`src/rtl/sync_fifo_pkg.sv`:
```
// Shared defaults and helpers for the single-clock parametrised FIFO.
package sync_fifo_pkg;

  localparam int DEF_DEPTH     = 16;
  localparam int DEF_PTRWIDTH  = 4;
  localparam int DEF_DWIDTH    = 8;
  localparam int DEF_AF_THRESH = DEF_DEPTH - 2;
  localparam int DEF_AE_THRESH = 2;

  // Pointer/occupancy type: one extra bit so full and empty stay distinguishable.
  typedef logic [DEF_PTRWIDTH:0] ptr_t;

  function automatic int log2_ceil(input int n);
    int r;
    r = 0;
    while ((1 << r) < n) r++;
    return r;
  endfunction

endpackage

```
`src/rtl/sync_fifo_param_if.sv`:
```
// Producer/consumer bus of sync_fifo_param; master drives requests, slave is the FIFO.
interface sync_fifo_param_if #(
  parameter int DWIDTH   = sync_fifo_pkg::DEF_DWIDTH,
  parameter int PTRWIDTH = sync_fifo_pkg::DEF_PTRWIDTH
);

  logic                push;
  logic [DWIDTH-1:0]   wdata;
  logic                pop;
  logic                clr_err;
  logic [DWIDTH-1:0]   rdata;
  logic                rvalid;
  logic                full;
  logic                almost_full;
  logic                empty;
  logic                almost_empty;
  logic [PTRWIDTH:0]   count;
  logic                overflow;
  logic                underflow;

  modport master (
    output push, wdata, pop, clr_err,
    input  rdata, rvalid, full, almost_full, empty, almost_empty, count, overflow, underflow
  );

  modport slave (
    input  push, wdata, pop, clr_err,
    output rdata, rvalid, full, almost_full, empty, almost_empty, count, overflow, underflow
  );

endinterface

```
`src/rtl/sync_fifo_mem.sv`:
```
// DEPTH x DWIDTH register file: one synchronous write port, one asynchronous read port.
module sync_fifo_mem
  import sync_fifo_pkg::*;
#(
  parameter int DEPTH    = DEF_DEPTH,
  parameter int PTRWIDTH = DEF_PTRWIDTH,
  parameter int DWIDTH   = DEF_DWIDTH
) (
  input  logic                clk,
  input  logic                we_i,
  input  logic [PTRWIDTH-1:0] waddr_i,
  input  logic [DWIDTH-1:0]   wdata_i,
  input  logic [PTRWIDTH-1:0] raddr_i,
  output logic [DWIDTH-1:0]   rdata_o
);

  // Storage is deliberately not reset.
  logic [DWIDTH-1:0] mem_q [DEPTH];

  always_ff @(posedge clk) begin
    if (we_i) mem_q[waddr_i] <= wdata_i;
  end

  assign rdata_o = mem_q[raddr_i];

endmodule

```
`src/rtl/sync_fifo_param.sv`:
```
// Single-clock FIFO with occupancy, almost flags and sticky errors.
// Define SYNC_FIFO_FWFT_EN for first-word-fall-through reads; default is a registered latency-1 read.
module sync_fifo_param
  import sync_fifo_pkg::*;
#(
  parameter int DEPTH     = DEF_DEPTH,
  parameter int PTRWIDTH  = DEF_PTRWIDTH,
  parameter int DWIDTH    = DEF_DWIDTH,
  parameter int AF_THRESH = DEPTH - 2,
  parameter int AE_THRESH = DEF_AE_THRESH
) (
  input  logic             clk,
  input  logic             reset,
  sync_fifo_param_if.slave bus
);

  typedef logic [PTRWIDTH:0] cnt_t;

  localparam cnt_t DEPTH_C = cnt_t'(DEPTH);
  localparam cnt_t AF_C    = cnt_t'(AF_THRESH);
  localparam cnt_t AE_C    = cnt_t'(AE_THRESH);

  if (DEPTH < 2 || DEPTH != (1 << PTRWIDTH) || log2_ceil(DEPTH) != PTRWIDTH
      || AE_THRESH >= AF_THRESH) begin : g_param_err
    $error("sync_fifo_param: DEPTH must be 2**PTRWIDTH (>=2) and AE_THRESH < AF_THRESH");
  end

  cnt_t wptr_q, wptr_d, rptr_q, rptr_d, count_q, count_d;
  logic full_q, full_d, empty_q, empty_d;
  logic af_q, af_d, ae_q, ae_d;
  logic ovf_q, ovf_d, unf_q, unf_d;
  logic pop_ok, wr_ok;
  logic [DWIDTH-1:0] mem_rdata;

  always_comb begin
    pop_ok  = bus.pop & ~empty_q;
    // A full FIFO still accepts a push when a pop frees the slot in the same cycle.
    wr_ok   = bus.push & (~full_q | pop_ok);
    wptr_d  = wptr_q;
    rptr_d  = rptr_q;
    count_d = count_q;
    if (wr_ok)  wptr_d = wptr_q + cnt_t'(1);
    if (pop_ok) rptr_d = rptr_q + cnt_t'(1);
    if (wr_ok && !pop_ok)      count_d = count_q + cnt_t'(1);
    else if (pop_ok && !wr_ok) count_d = count_q - cnt_t'(1);
    full_d  = (count_d == DEPTH_C);
    empty_d = (count_d == '0);
    af_d    = (count_d >= AF_C);
    ae_d    = (count_d <= AE_C);
    // A new error beats a simultaneous clear.
    ovf_d   = (bus.push & ~wr_ok) | (ovf_q & ~bus.clr_err);
    unf_d   = (bus.pop & ~pop_ok) | (unf_q & ~bus.clr_err);
  end

  always_ff @(posedge clk) begin
    if (reset) begin
      wptr_q  <= '0;
      rptr_q  <= '0;
      count_q <= '0;
      full_q  <= 1'b0;
      empty_q <= 1'b1;
      af_q    <= 1'b0;
      ae_q    <= 1'b1;
      ovf_q   <= 1'b0;
      unf_q   <= 1'b0;
    end else begin
      wptr_q  <= wptr_d;
      rptr_q  <= rptr_d;
      count_q <= count_d;
      full_q  <= full_d;
      empty_q <= empty_d;
      af_q    <= af_d;
      ae_q    <= ae_d;
      ovf_q   <= ovf_d;
      unf_q   <= unf_d;
    end
  end

  sync_fifo_mem #(
    .DEPTH    (DEPTH),
    .PTRWIDTH (PTRWIDTH),
    .DWIDTH   (DWIDTH)
  ) u_mem (
    .clk     (clk),
    .we_i    (wr_ok & ~reset),
    .waddr_i (wptr_q[PTRWIDTH-1:0]),
    .wdata_i (bus.wdata),
    .raddr_i (rptr_q[PTRWIDTH-1:0]),
    .rdata_o (mem_rdata)
  );

`ifdef SYNC_FIFO_FWFT_EN
  assign bus.rdata  = mem_rdata;
  assign bus.rvalid = ~empty_q;
`else
  logic [DWIDTH-1:0] rdata_q, rdata_d;
  logic              rvalid_q, rvalid_d;

  always_comb begin
    rdata_d  = rdata_q;
    rvalid_d = pop_ok;
    if (pop_ok) rdata_d = mem_rdata;
  end

  always_ff @(posedge clk) begin
    if (reset) begin
      rdata_q  <= '0;
      rvalid_q <= 1'b0;
    end else begin
      rdata_q  <= rdata_d;
      rvalid_q <= rvalid_d;
    end
  end

  assign bus.rdata  = rdata_q;
  assign bus.rvalid = rvalid_q;
`endif

  assign bus.full         = full_q;
  assign bus.almost_full  = af_q;
  assign bus.empty        = empty_q;
  assign bus.almost_empty = ae_q;
  assign bus.count        = count_q;
  assign bus.overflow     = ovf_q;
  assign bus.underflow    = unf_q;

endmodule

```
`src/flat_wrapper.sv`:
```
// flat-port wrapper written by rule: the top's interface ports become plain ports
module sync_fifo_param_flat import sync_fifo_pkg::*;
#(
  parameter int DEPTH     = DEF_DEPTH,
  parameter int PTRWIDTH  = DEF_PTRWIDTH,
  parameter int DWIDTH    = DEF_DWIDTH,
  parameter int AF_THRESH = DEPTH - 2,
  parameter int AE_THRESH = DEF_AE_THRESH
)
  (clk, reset, bus_push, bus_wdata, bus_pop, bus_clr_err, bus_rdata, bus_rvalid, bus_full, bus_almost_full, bus_empty, bus_almost_empty, bus_count, bus_overflow, bus_underflow);
  sync_fifo_param_if #(.DWIDTH(DWIDTH), .PTRWIDTH(PTRWIDTH)) bus_i ();
  input  logic clk;
  input  logic reset;
  input wire logic [$bits(bus_i.push)-1:0] bus_push;
  input wire logic [$bits(bus_i.wdata)-1:0] bus_wdata;
  input wire logic [$bits(bus_i.pop)-1:0] bus_pop;
  input wire logic [$bits(bus_i.clr_err)-1:0] bus_clr_err;
  output wire logic [$bits(bus_i.rdata)-1:0] bus_rdata;
  output wire logic [$bits(bus_i.rvalid)-1:0] bus_rvalid;
  output wire logic [$bits(bus_i.full)-1:0] bus_full;
  output wire logic [$bits(bus_i.almost_full)-1:0] bus_almost_full;
  output wire logic [$bits(bus_i.empty)-1:0] bus_empty;
  output wire logic [$bits(bus_i.almost_empty)-1:0] bus_almost_empty;
  output wire logic [$bits(bus_i.count)-1:0] bus_count;
  output wire logic [$bits(bus_i.overflow)-1:0] bus_overflow;
  output wire logic [$bits(bus_i.underflow)-1:0] bus_underflow;
  assign bus_i.push = bus_push;
  assign bus_i.wdata = bus_wdata;
  assign bus_i.pop = bus_pop;
  assign bus_i.clr_err = bus_clr_err;
  assign bus_rdata = bus_i.rdata;
  assign bus_rvalid = bus_i.rvalid;
  assign bus_full = bus_i.full;
  assign bus_almost_full = bus_i.almost_full;
  assign bus_empty = bus_i.empty;
  assign bus_almost_empty = bus_i.almost_empty;
  assign bus_count = bus_i.count;
  assign bus_overflow = bus_i.overflow;
  assign bus_underflow = bus_i.underflow;
  sync_fifo_param #(.DEPTH(DEPTH), .PTRWIDTH(PTRWIDTH), .DWIDTH(DWIDTH), .AF_THRESH(AF_THRESH), .AE_THRESH(AE_THRESH)) u_core (.clk(clk), .reset(reset), .bus(bus_i));
endmodule
```
`config.mk`:
```
export PLATFORM = sky130hd
export DESIGN_NAME = sync_fifo_param_flat
export DESIGN_NICKNAME = d
export VERILOG_FILES = /design/src/rtl/sync_fifo_pkg.sv /design/src/rtl/sync_fifo_param_if.sv /design/src/rtl/sync_fifo_mem.sv /design/src/rtl/sync_fifo_param.sv /design/src/flat_wrapper.sv
export SDC_FILE = /design/constraint.sdc
export NUM_CORES = 1
export LEC_CHECK = 0
export ABC_AREA = 1
export ABC_CLOCK_PERIOD_IN_PS = 3160
export BUFFER_PORTS_ARGS = -buffer_cell sky130_fd_sc_hd__buf_2
export CAP_MARGIN = 20
export CORE_MARGIN = 4
export CORE_UTILIZATION = 68
export CTS_BUF_LIST = sky130_fd_sc_hd__clkbuf_2
export DETAILED_ROUTE_END_ITERATION = 10
export PLACE_DENSITY = 0.87
export SLEW_MARGIN = 20
export SYNTH_ARGS = -nofsm -noshare
export SYNTH_HDL_FRONTEND = slang
export SYNTH_SLANG_ARGS = --single-unit
```
`constraint.sdc`:
```
create_clock -name clk -period 3.16 [get_ports clk]
set_input_delay 0.632 -clock clk [delete_from_list [all_inputs] [get_ports clk]]
set_output_delay 0.632 -clock clk [all_outputs]
set_load 0.02 [all_outputs]
```
==> impl_metrics.yaml <==
status:
  status: "finished clean"
sta:
  slew_violations: 0
  clock-skew-final_ns: 0.0524
  setup_tns_ns: 0
  maxSlewHeadroom: 0.299
  period_share: 0.680
  fmax_mhz: 466
  tightest_slew_ns: 1.05
  setup_viol: 0
  period_minus_slack_ns: 2.15
  hold_viol: 0
  rsz0062_at_grt: "no"
detailed_routing:
  vias: 4744
  post_drt_via_cell_ratio: 5.87
  drtIter0Drc: 642
  wl_per_cell_um: 17.7
  drcViolationCount: 0
  final_antenna_net_count: 0
  dr.pass1.iters: 6
  drt-total-wl_um: 14300
clock_network:
  cts_tree: "built"
  cts.sinks: 156
  clkTransAtPathRegs_ns: 0.26
  clk_latency_ns: 0.70
  clk_path_buf_depth: 2
  cts_htree_levels: 4
  cts-resized-gates: 0
  cts_setup_buffers: 0
  root_buffer: "clkbuf_2"
  cts_buffers: 17
  ctsHoldBuffers: 0
critical_path:
  crit_cells: 1
  cp_cell_sequence: "buf_2"
  slowest_delay_ns: 0.58
  crit_path_end_kind: "output port"
  endpoint: "bus_count[2]"
  arrival_ns: 1.52
  timing.rr.start: "u_core.rptr_q[1]"
  critPathSlowestCell: "dfxtp_1"
  worstPathBufferInverterCount: 1
  crit_path_start_kind: "flip-flop"
  critPathKind: "reg2out"
  cp_max_fo: 9
  cp_top_family: "flip-flops"
  crit_path_start: "u_core.bus.count[2]"
  rr_endpoint: "u_core.bus.rdata[3]"
  r2r_cells: 8
  regToRegSetupSlack_ns: 1.03
  required_ns: 2.53
yosys:
  synth.distinct_cells: 31
  ys.flop_type: "edfxtp_1"
  synth-edff-count: 128
  synth_area_mm2: 0.00664
  synth-seq-cells: 156
  synthesis.nets: 660
  synth_area_per_cell_um2: 10.4
  seq_area_frac_synth: 0.663
  synthCells: 640
  synthArstFlopShare: 0
  synth-warning-count: 0
placed_design:
  placed_area_mm2: 0.00681
  place_congestion: 0.914
  hpwl_um: 9280
  dp_cells: 776
  io_buffer_count: 32
floorplan:
  die_w_um: 107
  floorplan.initialDensity: 0.709
  die_area_mm2: 0.0114
  row_count: 35
  io_pins: 33
  coreArea_mm2: 0.00937
  die_y_um: 107
cells_and_area:
  fin_cells: 808
  final_area_mm2: 0.00703
  regArea_mm2: 0.00441
  area_growth_pct: 5.78
  nFillCells: 620
  multi_input_comb_area_mm2: 0.00192
  antenna_cells: 0
  drive_gt1_frac: 0.140
  fin_nets: 686
  final_common_cell: "nand2_1"
  final_cell_mix: "226 x nand2_1, 128 x edfxtp_1, 97 x nand3_1, 42 x nor2_1, 32 x buf_2"
pwr:
  vdd_drop_max_uv: 408
  internal_power_w: 0.00272
  combPwrFrac: 0.139
  netSwitchingFraction: 0.296
  power_switching_w: 0.00115
  power_leakage_nw: 2.81
  p_seq_frac: 0.597
  finalPower_w: 0.00387
  pwr-share-clk: 0.265
  powerDensity_mw_per_mm2: 551
grt:
  grt.overflow.total: 0
  antenna_found_initial: 0
  grt_pass1_vias: 4505
  grt_max_degree: 67
  grt_pass1_wl_um: 22400
  grt_usage: 0.262
min_path:
  hp-class: "in2reg"
job:
  maxCapViolations: 0
-- sequential cells by signal, summed over array words and instances (netlist names) --
signal                   cells
u_core.bus.almost_full       1
u_core.bus.empty             1
u_core.bus.full              1
u_core.bus.almost_empty      1
u_core.rptr_q                4
u_core.wptr_q                4
u_core.u_mem.mem_q         128
u_core.bus.overflow          1
u_core.bus.rvalid            1
u_core.bus.rdata             8
u_core.bus.count             5
u_core.bus.underflow         1
-- layout make-up --
type	count	share of cell area
Clock buffer	17	0.0121
Clock inverter	15	0.0189
Inverter	35	0.0191
Multi-Input combinational cell	421	0.274
Sequential cell	156	0.627
Tap cell	129	0.0230
Timing Repair Buffer	35	0.0260
-- layer usage --
| layer | wire length [um] | track usage | share of wire |
|---|---|---|---|
| met5 | 0 | 0 | 0 |
| met4 | 517 | 0.107 | 0.036 |
| met3 | 1470 | 0.0554 | 0.10 |
| met2 | 6940 | 0.427 | 0.49 |
| met1 | 5350 | 0.346 | 0.37 |
-- per-stage QoR --
stage / utilization / setup WS [ns] / hold slack (ns)
floorplan: - / 1.22 / 0.475
global placement: 0.726 / 0.882 / 0.446
detailed placement: 0.726 / 0.812 / 0.452
CTS: 0.750 / 0.976 / 0.150
global route: 0.750 / 0.885 / 0.116
finish: 0.750 / 1.01 / 0.172
-- cells in the mapped netlist (2+ instances only) --
master,count,area (um^2)
nand2_1,226,848
edfxtp_1,128,3840
nand3_1,97,485
nor2_1,42,158
dfxtp_1,28,561
inv_1,27,101
a21oi_1,13,65.1
buf_4,12,90.1
buf_2,11,55.1
ha_1,7,87.6
inv_2,7,26.3
nand3_2,4,40.0
nand4_1,4,25.0
nor2_2,4,25.0
o21ai_0,4,20.0
nor2_4,3,33.8
nor3_1,3,15.0
o21ai_1,3,15.0
buf_6,2,22.5
clkbuf_1,2,7.51
nand2_2,2,12.5
o21ai_2,2,17.5
-- cells by family after synthesis --
group                      Yosys count  synth area share
AOI/OAI and AO/OA                   25            0.0226
xor gates and xnor gates             1           0.00132
adders and majority gates            7            0.0132
buffers and inverters               63            0.0471
DFF                                156             0.663
and+or+nand+nor                    388             0.253
-- worst min-delay path by stage --
stage / startpoint / to / slack, ns / cells after the start
6_report: bus_clr_err / u_core.bus.underflow / 0.17 / 4
2_1_floorplan: u_core.wptr_q[0] / u_core.wptr_q[0] / 0.47 / 1
5_1_grt: bus_clr_err / u_core.bus.underflow / 0.12 / 4
3_3_place_gp: u_core.bus.underflow / u_core.bus.underflow / 0.45 / 2
3_5_place_dp: u_core.bus.underflow / u_core.bus.underflow / 0.45 / 2
4_1_cts: bus_clr_err / u_core.bus.underflow / 0.15 / 4
-- power by group through the flow --
stage	Clock (W)	Sequential, W	Combinational (W)
after floorplan	0	0.00237	0.000356
after global placement	0	0.00235	0.000506
after detailed placement	0	0.00235	0.000524
after CTS	0.00102	0.00231	0.000530
after global routing	0.00113	0.00231	0.000591
final	0.00102	0.00231	0.000536
No activity file was read; power rests on OpenSTA's default activity.
